**config.mk**
```make
export PLATFORM = sky130hd
export DESIGN_NAME = vga_timing_gen_flat
export DESIGN_NICKNAME = d
export VERILOG_FILES = /design/src/rtl/vga_timing_pkg.sv /design/src/rtl/vga_timing_gen_if.sv /design/src/rtl/vga_timing_gen.sv /design/src/flat_wrapper.sv
export SDC_FILE = /design/constraint.sdc
export NUM_CORES = 1
export LEC_CHECK = 0
export ABC_CLOCK_PERIOD_IN_PS = 4450
export CORE_AREA = 10 10 85 72
export DETAILED_ROUTE_END_ITERATION = 10
export DIE_AREA = 0 0 95 82
export DONT_BUFFER_PORTS = 1
export HOLD_SLACK_MARGIN = 0.03
export PLACE_DENSITY = 0.65
export SLEW_MARGIN = 20
export SYNTH_ARGS = -nofsm -noshare
export SYNTH_HDL_FRONTEND = slang
export SYNTH_SLANG_ARGS = --single-unit
```
**constraint.sdc**
```tcl
create_clock -name vga_clk -period 4.45 [get_ports vga_clk]
set_input_delay 0.89 -clock vga_clk [delete_from_list [all_inputs] [get_ports vga_clk]]
set_output_delay 0.89 -clock vga_clk [all_outputs]
set_load 0.02 [all_outputs]
```
**src/rtl/vga_timing_pkg.sv**
```systemverilog
// rtl/vga_timing_pkg.sv - shared VGA timing constants, coordinate type and helpers
//
// Purpose: default 640x480@60 Hz timing, coordinate width/type, run-state
// enum and a window-compare helper used by the raster decodes.
package vga_timing_pkg;

  localparam int COORD_W = 10;
  typedef logic [COORD_W-1:0] coord_t;

  localparam int H_VISIBLE = 640;
  localparam int H_FRONT   = 16;
  localparam int H_SYNC    = 96;
  localparam int H_BACK    = 48;
  localparam int V_VISIBLE = 480;
  localparam int V_FRONT   = 10;
  localparam int V_SYNC    = 2;
  localparam int V_BACK    = 33;

  localparam int H_TOTAL = H_VISIBLE + H_FRONT + H_SYNC + H_BACK;
  localparam int V_TOTAL = V_VISIBLE + V_FRONT + V_SYNC + V_BACK;

  typedef enum logic {
    ST_IDLE = 1'b0,
    ST_RUN  = 1'b1
  } run_state_t;

  // Half-open window test lo <= c < hi, done in int so bounds of 1024 cannot wrap.
  function automatic logic in_window(coord_t c, int lo, int hi);
    return (int'(c) >= lo) && (int'(c) < hi);
  endfunction

endpackage

```
**src/rtl/vga_timing_gen_if.sv**
```systemverilog
// rtl/vga_timing_gen_if.sv - raster timing bundle between generator and drawing stage
//
// Purpose: groups the raster outputs of vga_timing_gen.
// Signals:
//   DrawX, DrawY   current pixel column / line
//   blank          1 = visible pixel
//   hs, vs         sync pulses, active low
//   frame_start    one-cycle pulse at (0,0)
//   vblank_start   one-cycle pulse at (0,V_VISIBLE)
//   frame_count    completed-frame counter
// Modports: master (generator drives), slave (consumer reads).
interface vga_timing_gen_if;
  import vga_timing_pkg::*;

  coord_t      DrawX;
  coord_t      DrawY;
  logic        blank;
  logic        hs;
  logic        vs;
  logic        frame_start;
  logic        vblank_start;
  logic [15:0] frame_count;

  modport master (
    output DrawX, DrawY, blank, hs, vs, frame_start, vblank_start, frame_count
  );

  modport slave (
    input DrawX, DrawY, blank, hs, vs, frame_start, vblank_start, frame_count
  );

endinterface

```
**src/rtl/vga_timing_gen.sv**
```systemverilog
// rtl/vga_timing_gen.sv - VGA raster timing generator (counters, syncs, frame pulses)
//
// Purpose: free-running horizontal/vertical counters with registered decodes
// that line up with DrawX/DrawY in the same cycle.
// Ports:
//   vga_clk  in   pixel clock, all state on rising edge
//   reset    in   asynchronous active-high reset
//   vga      master modport of vga_timing_gen_if (all raster outputs)
module vga_timing_gen
  import vga_timing_pkg::*;
#(
  parameter int H_VISIBLE = vga_timing_pkg::H_VISIBLE,
  parameter int H_FRONT   = vga_timing_pkg::H_FRONT,
  parameter int H_SYNC    = vga_timing_pkg::H_SYNC,
  parameter int H_BACK    = vga_timing_pkg::H_BACK,
  parameter int V_VISIBLE = vga_timing_pkg::V_VISIBLE,
  parameter int V_FRONT   = vga_timing_pkg::V_FRONT,
  parameter int V_SYNC    = vga_timing_pkg::V_SYNC,
  parameter int V_BACK    = vga_timing_pkg::V_BACK
) (
  input  logic             vga_clk,
  input  logic             reset,
  vga_timing_gen_if.master vga
);

  localparam int H_TOT    = H_VISIBLE + H_FRONT + H_SYNC + H_BACK;
  localparam int V_TOT    = V_VISIBLE + V_FRONT + V_SYNC + V_BACK;
  localparam int HS_START = H_VISIBLE + H_FRONT;
  localparam int HS_END   = H_VISIBLE + H_FRONT + H_SYNC;
  localparam int VS_START = V_VISIBLE + V_FRONT;
  localparam int VS_END   = V_VISIBLE + V_FRONT + V_SYNC;

  localparam coord_t H_LAST = coord_t'(H_TOT - 1);
  localparam coord_t V_LAST = coord_t'(V_TOT - 1);

  if (H_TOT > 1024 || V_TOT > 1024) begin : g_size_check
    $error("vga_timing_gen: H_TOTAL and V_TOTAL must not exceed 1024");
  end

  run_state_t  state_q, state_d;
  coord_t      hc_q, vc_q;
  coord_t      hc_d, vc_d;
  logic        frame_wrap;
  logic        hs_q, vs_q, blank_q, fs_q, vbs_q;
  logic        hs_d, vs_d, blank_d, fs_d, vbs_d;
  logic [15:0] frame_count_q;

  // Running flag: one idle edge after reset, then run forever.
  always_ff @(posedge vga_clk or posedge reset) begin
    if (reset) begin
      state_q <= ST_IDLE;
    end else begin
      state_q <= state_d;
    end
  end

  always_comb begin
    state_d = state_q;
    if (state_q == ST_IDLE) begin
      state_d = ST_RUN;
    end
  end

  // Next coordinate. In IDLE the counters hold at (0,0) so the first edge
  // after release loads the (0,0) decode.
  always_comb begin
    hc_d       = hc_q;
    vc_d       = vc_q;
    frame_wrap = 1'b0;
    if (state_q == ST_RUN) begin
      if (hc_q == H_LAST) begin
        hc_d = '0;
        if (vc_q == V_LAST) begin
          vc_d       = '0;
          frame_wrap = 1'b1;
        end else begin
          vc_d = vc_q + 1'b1;
        end
      end else begin
        hc_d = hc_q + 1'b1;
      end
    end
  end

  // Decodes are taken from the coordinate being loaded so they register
  // alongside it and describe the same pixel.
  always_comb begin
    hs_d    = ~in_window(hc_d, HS_START, HS_END);
    vs_d    = ~in_window(vc_d, VS_START, VS_END);
    blank_d = (int'(hc_d) < H_VISIBLE) && (int'(vc_d) < V_VISIBLE);
    fs_d    = (hc_d == '0) && (vc_d == '0);
    vbs_d   = (hc_d == '0) && (int'(vc_d) == V_VISIBLE);
  end

  always_ff @(posedge vga_clk or posedge reset) begin
    if (reset) begin
      hc_q    <= '0;
      vc_q    <= '0;
      hs_q    <= 1'b1;
      vs_q    <= 1'b1;
      blank_q <= 1'b0;
      fs_q    <= 1'b0;
      vbs_q   <= 1'b0;
    end else begin
      hc_q    <= hc_d;
      vc_q    <= vc_d;
      hs_q    <= hs_d;
      vs_q    <= vs_d;
      blank_q <= blank_d;
      fs_q    <= fs_d;
      vbs_q   <= vbs_d;
    end
  end

  // Counts completed frames; bumps on the same edge that loads (0,0).
  always_ff @(posedge vga_clk or posedge reset) begin
    if (reset) begin
      frame_count_q <= '0;
    end else if (frame_wrap) begin
      frame_count_q <= frame_count_q + 16'd1;
    end
  end

  assign vga.DrawX        = hc_q;
  assign vga.DrawY        = vc_q;
  assign vga.blank        = blank_q;
  assign vga.hs           = hs_q;
  assign vga.vs           = vs_q;
  assign vga.frame_start  = fs_q;
  assign vga.vblank_start = vbs_q;
  assign vga.frame_count  = frame_count_q;

endmodule

```
**src/flat_wrapper.sv**
```systemverilog
// flat-port wrapper written by rule: the top's interface ports become plain ports
module vga_timing_gen_flat import vga_timing_pkg::*;
#(
  parameter int H_VISIBLE = vga_timing_pkg::H_VISIBLE,
  parameter int H_FRONT   = vga_timing_pkg::H_FRONT,
  parameter int H_SYNC    = vga_timing_pkg::H_SYNC,
  parameter int H_BACK    = vga_timing_pkg::H_BACK,
  parameter int V_VISIBLE = vga_timing_pkg::V_VISIBLE,
  parameter int V_FRONT   = vga_timing_pkg::V_FRONT,
  parameter int V_SYNC    = vga_timing_pkg::V_SYNC,
  parameter int V_BACK    = vga_timing_pkg::V_BACK
)
  (vga_clk, reset, vga_DrawX, vga_DrawY, vga_blank, vga_hs, vga_vs, vga_frame_start, vga_vblank_start, vga_frame_count);
  vga_timing_gen_if vga_i ();
  input  logic vga_clk;
  input  logic reset;
  output wire logic [$bits(vga_i.DrawX)-1:0] vga_DrawX;
  output wire logic [$bits(vga_i.DrawY)-1:0] vga_DrawY;
  output wire logic [$bits(vga_i.blank)-1:0] vga_blank;
  output wire logic [$bits(vga_i.hs)-1:0] vga_hs;
  output wire logic [$bits(vga_i.vs)-1:0] vga_vs;
  output wire logic [$bits(vga_i.frame_start)-1:0] vga_frame_start;
  output wire logic [$bits(vga_i.vblank_start)-1:0] vga_vblank_start;
  output wire logic [$bits(vga_i.frame_count)-1:0] vga_frame_count;
  assign vga_DrawX = vga_i.DrawX;
  assign vga_DrawY = vga_i.DrawY;
  assign vga_blank = vga_i.blank;
  assign vga_hs = vga_i.hs;
  assign vga_vs = vga_i.vs;
  assign vga_frame_start = vga_i.frame_start;
  assign vga_vblank_start = vga_i.vblank_start;
  assign vga_frame_count = vga_i.frame_count;
  vga_timing_gen #(.H_VISIBLE(H_VISIBLE), .H_FRONT(H_FRONT), .H_SYNC(H_SYNC), .H_BACK(H_BACK), .V_VISIBLE(V_VISIBLE), .V_FRONT(V_FRONT), .V_SYNC(V_SYNC), .V_BACK(V_BACK)) u_core (.vga_clk(vga_clk), .reset(reset), .vga(vga_i));
endmodule
```
* Word-level counts from Yosys, hierarchy flattened
Cells that the tools add are included.
Cells by class: add/sub/neg operators 3, magnitude comparators 6, equality and inequality tests 3, muxes and demuxes 8, bitwise gates (word level) 2, reductions and logical operators 7
Operators by type and width (count):
- 10-bit 2-to-1 mux | 5
- 10-bit equality test, second input constant | 3
- 10-bit by 1-bit adder with 10-bit output, second input constant | 2
- 10-bit logical NOT | 2
- 10-bit less-than comparator, second input constant | 2
- 10-bit by 9-bit less-than comparator with 1-bit output, second input constant | 2
- 16-bit by 1-bit adder with 16-bit output, second input constant | 1
- 10-bit >= comparator, second input constant | 1
- 10-bit by 9-bit >= comparator with 1-bit output, second input constant | 1
- 1-bit logical AND | 5
- 1-bit 2-to-1 mux | 3
- 1-bit inverter | 2
Storage, ports and cells: register bits 42, bits of input ports 2, output and inout bits 41, logic and storage cells 38

* Depth between registers and ports, before layout
depth after elaboration 7, mapped depth 10, mapped depth without buffers 8

* Worst setup path before layout
No wires, ideal clock.
path kind register to register, start point register u_core.hc_q[0], in the netlist u_core.vga.DrawX[0], end point register u_core.fs_q, in the netlist u_core.vga.frame_start, library setup time 80 ps, arrival 2392 ps, required time 4370 ps, setup slack 1977 ps, cell stages (with the launch flop) 8, path buffers 0, period minus slack after synthesis 2473 ps, cell sequence dfrtp_1 > ha_1 > nand4_1 > or3_4 > a211o_1 > a2111oi_2 > nand4_1 > nor3_2
Between the ends: longest elaborated chain between the ends 5, elaborated cells on any way between the ends 9, those cells by class add/sub (1); eq/ne (1); mux (4); reduce/logical (3)
Ends and longest elaborated chain:
- start: declaration | line vga_timing_gen.sv:41 | coord_t hc_q, vc_q;
- start signal: assignment | line vga_timing_gen.sv:97 | hc_q <= '0;
- start signal: assignment | line vga_timing_gen.sv:105 | hc_q <= hc_d;
- 10-bit by 1-bit adder with 10-bit output or 10-bit equality test (tied branches) | line vga_timing_gen.sv:80, vga_timing_gen.sv:71
- 10-bit 2-to-1 mux | line vga_timing_gen.sv:71 | if (hc_q == H_LAST) begin
- 10-bit 2-to-1 mux | line vga_timing_gen.sv:70 | if (state_q == ST_RUN) begin
- 10-bit logical NOT | line vga_timing_gen.sv:91 | fs_d = (hc_d == '0) && (vc_d == '0);
- 1-bit logical AND * | line vga_timing_gen.sv:91
- named net u_core.fs_d | line vga_timing_gen.sv:45 | logic hs_d, vs_d, blank_d, fs_d, vbs_d;
- end signal: assignment | line vga_timing_gen.sv:110 | fs_q <= fs_d;
- end: declaration | line vga_timing_gen.sv:44 | logic hs_q, vs_q, blank_q, fs_q, vbs_q;
The timed path passes the listed nets; every way through them passes the cells marked *. A chain may end at the register's enable or synchronous reset.

* Worst setup path after layout
start point register u_core.hc_q[0], in the netlist u_core.vga.DrawX[0], end point register u_core.vbs_q, in the netlist u_core.vga.vblank_start
Between the ends: longest elaborated chain between the ends 5, elaborated cells on any way between the ends 9, those cells by class add/sub (1); eq/ne (2); mux (4); reduce/logical (2)
Ends and longest elaborated chain:
- 10-bit by 1-bit adder with 10-bit output or 10-bit equality test (tied branches) | line vga_timing_gen.sv:80, vga_timing_gen.sv:71
- 10-bit 2-to-1 mux | line vga_timing_gen.sv:71
- 10-bit 2-to-1 mux | line vga_timing_gen.sv:70
- 10-bit logical NOT or 10-bit equality test (tied branches) | line vga_timing_gen.sv:92 | vbs_d = (hc_d == '0) && (int'(vc_d) == V_VISIBLE);
- 1-bit logical AND * | line vga_timing_gen.sv:92
- named net u_core.vbs_d | line vga_timing_gen.sv:45
- end signal: assignment | line vga_timing_gen.sv:111 | vbs_q <= vbs_d;
- end: declaration | line vga_timing_gen.sv:44
Marked as above.

==> metrics.md <==
| Metric | Value |
|---|---|
| Mean Syn Cell Area | `9.87 um2` |
| Largest delay share family, worst path | `simple AND/OR/NAND/NOR gates` |
| First-pass GRT wire length | `7.88 mm` |
| Iter 0 DRT Violations | `58` |
| GPL Wtd Cong | `0.808` |
| GRT Resource Usage Total | `0.128` |
| Fillers | `416` |
| N_diodes | `0` |
| Pleak | `1.05 nW` |
| Cells after Synth | `225` |
| Setup CP Type | `reg -> reg` |
| Fmax achieved | `361 MHz` |
| Number of antenna violations at the first check in global routing | `0` |
| VDD IR max | `0.000292 V` |
| Site Rows | `22` |
| Clock transition at path regs | `0.08 ns` |
| CP cell instances | `ha_1, nand4_1, or3_4, a211o_1, a2111oi_2, nand4_1, nor3_1` |
| Post-CTS setup buffers | `0` |
| Port buffer count | `0` |
| Most used DFF post-synth | `dfrtp_1` |
| Post-layout minimum cycle time | `2.77 ns` |
| Worst Hold Class | `in -> async` |
| Via density | `5.58` |
| Met3 usage | `0.0529` |
| Multi-input gate area | `0.00109 mm2` |
| DRC Markers | `0` |
| Initial core utilization | `0.498` |
| Clk_lat worst skew | `0.29 ns` |
| Core footprint | `0.00446 mm2` |
| Met1 Use GR | `0.161` |
| GR Overflow Total | `0` |
| Max cap viols | `0` |
| Final Setup Violations | `0` |
| Most frequent cells in the layout | `dfrtp_1 (40), nand2_1 (20), nand3_1 (16), xnor2_1 (16), nor2_1 (13)` |
| Syn_nets | `231` |
| Synthesis-to-finish area growth | `7.22%` |
| Share of post-route cells with drive strength above 1 | `0.0978` |
| Final HPWL from detailed placement | `3.54 mm` |
| Ratio of final minimum period to clock period | `0.622` |
| RSZ-0062 raised after global routing | `no` |
| Nets | `230` |
| Chip Height | `82 um` |
| Pwr dens | `404 mW/mm2` |
| Grt met2 use | `0.193` |
| Final Slew Violations | `0` |
| Clock skew | `0.00994 ns` |
| Ys async rst share | `1.00` |
| Clock buffer depth | `2` |
| Setup tns final | `0 ns` |
| CP required | `4.66 ns` |
| Fin Hold WS | `0.307 ns` |
| DR pass1 iterations | `4` |
| Sequential fraction of the synthesis area | `0.475` |
| Synth Register Bits | `42` |
| CTS tree | `built` |
| Num ports | `43` |
| Relative slew slack | `0.657` |
| CTS root buf | `clkbuf_8` |
| Worst setup EP type | `flop` |
| Routed vias | `1590` |
| Status | `finished clean` |
| # hold bufs at CTS | `0` |
| Die Wd | `95 um` |
| Worst Path Max Fanout | `7` |
| Post-CTS Resized | `0` |
| H-Tree Depth | `2` |
| Mapped cell area | `0.00222 mm2` |
| Crit path DAT | `2.98 ns` |
| Buf+Inv Stages, Crit Path | `0` |
| Yosys warning total | `0` |
| CTS Sinks | `42` |
| Worst Tran Pin Value | `0.515 ns` |
| Vias in the first global route | `1510` |
| Largest net degree at the start of global routing | `42` |
| EDFF count, synth | `0` |
| Register area | `0.00105 mm2` |
| Critical path launch point type | `flop` |
| Critical Path Slowest Stage Cell | `dfrtp_1` |
| WL/cell | `17.0 um` |
| Commonest non-fill, non-tap cell in the layout | `dfrtp_1` |
| Antenna-violating nets left | `0` |
| Post-synthesis cell type count | `49` |
| Hold Violations, Final | `0` |
| Largest stage delay on the critical path | `0.56 ns` |
| Global routing's busiest layer | `met2` |
| Drt total wl | `4.84 mm` |
| Num CTS Buffers | `5` |
| Critical path's most frequent cell | `nand4_1` |
| Die area | `0.00779 mm2` |
[state kept, by name (all words and copies together), names as in the netlist]
register and cells:
u_core.vga.frame_count 16, u_core.vga.DrawX 10, u_core.vga.DrawY 10, u_core.state_q 1, u_core.vga.blank 1, u_core.vga.frame_start 1
u_core.vga.hs 1, u_core.vga.vblank_start 1, u_core.vga.vs 1
[power by group]
| group | internal (W) | switching (W) |
|---|---|---|
| combinational | 0.0000700 | 0.0000812 |
| sequential | 0.000413 | 0.000105 |
| clock | 0.000165 | 0.000127 |
| total | 0.000648 | 0.000314 |
[cell type report]
class,instances,area share
repair buffers,2,0.00631
multi-input cells,164,0.460
clock inverters,3,0.0168
inverters,9,0.0142
clock buffers,5,0.0289
flip-flops and latches,42,0.443
well taps,60,0.0315
[kinds of logic after synthesis]
family,count (synthesis),share of synthesized area
adder cells (fa/ha/maj),4,0.0225
AND/OR/NAND/NOR,98,0.249
flip-flops,42,0.475
other,1,0.00169
multiplexers,5,0.0237
buffers and inverters,19,0.0327
XOR/XNOR,26,0.103
AO/OA/AOI/OAI,30,0.0930
[final timing paths]
check | from | cells after the start | slack [ns] | endpoint
max in group asynchronous | reset | 2 | 3.45 | u_core.vga.hs
max | u_core.vga.DrawX[0] | 7 | 1.68 | u_core.vga.vblank_start
min | reset | 1 | 0.31 | u_core.vga.frame_count[4]
min in group vga_clk | u_core.vga.frame_count[11] | 1 | 0.63 | u_core.vga.frame_count[11]
min reg2reg | u_core.vga.frame_count[11] | 1 | 0.63 | u_core.vga.frame_count[11]
max reg2reg | u_core.vga.DrawX[0] | 7 | 1.68 | u_core.vga.vblank_start
[stage by stage]
step	instances	util	instance area (um2)	total power [W]	setup WS, ns
final	285	0.534	2380	0.000962	1.68
after global routing	285	0.534	2380	0.00102	1.47
after CTS	285	0.534	2380	0.000976	1.68
after detailed placement	277	0.509	2270	0.000678	1.69
after global placement	277	0.509	2270	0.000677	1.78
after floorplan	225	-	2220	0.000636	1.98
[metal layers]
metal	vias to the layer above	share of wire
met2	39	0.43
met5	-	0
met4	0	0.0097
li1	801	-
met3	5	0.087
met1	745	0.47
[Yosys cell counts, types with 2 or more instances]
cell type,n,area share
a21o_1,3,0.010
dfrtp_1,40,0.45
xnor2_1,16,0.063
nor4_1,3,0.0085
and2_1,2,0.0056
clkbuf_1,9,0.015
o22ai_1,2,0.0056
nand3_1,16,0.036
o31ai_1,4,0.014
nor2_1,13,0.022
o21ai_0,6,0.014
nand4_1,6,0.017
mux2i_1,3,0.014
ha_1,4,0.023
inv_1,9,0.015
and4_1,3,0.012
a21oi_1,6,0.014
or3_1,4,0.011
nand2_1,20,0.034
nor3_1,7,0.016
dfstp_2,2,0.024
xor2_1,10,0.039
mux2_2,2,0.010
and3_1,8,0.023
or4_1,2,0.0068
or2_2,2,0.0056
No activity file was read; power rests on OpenSTA's default activity.
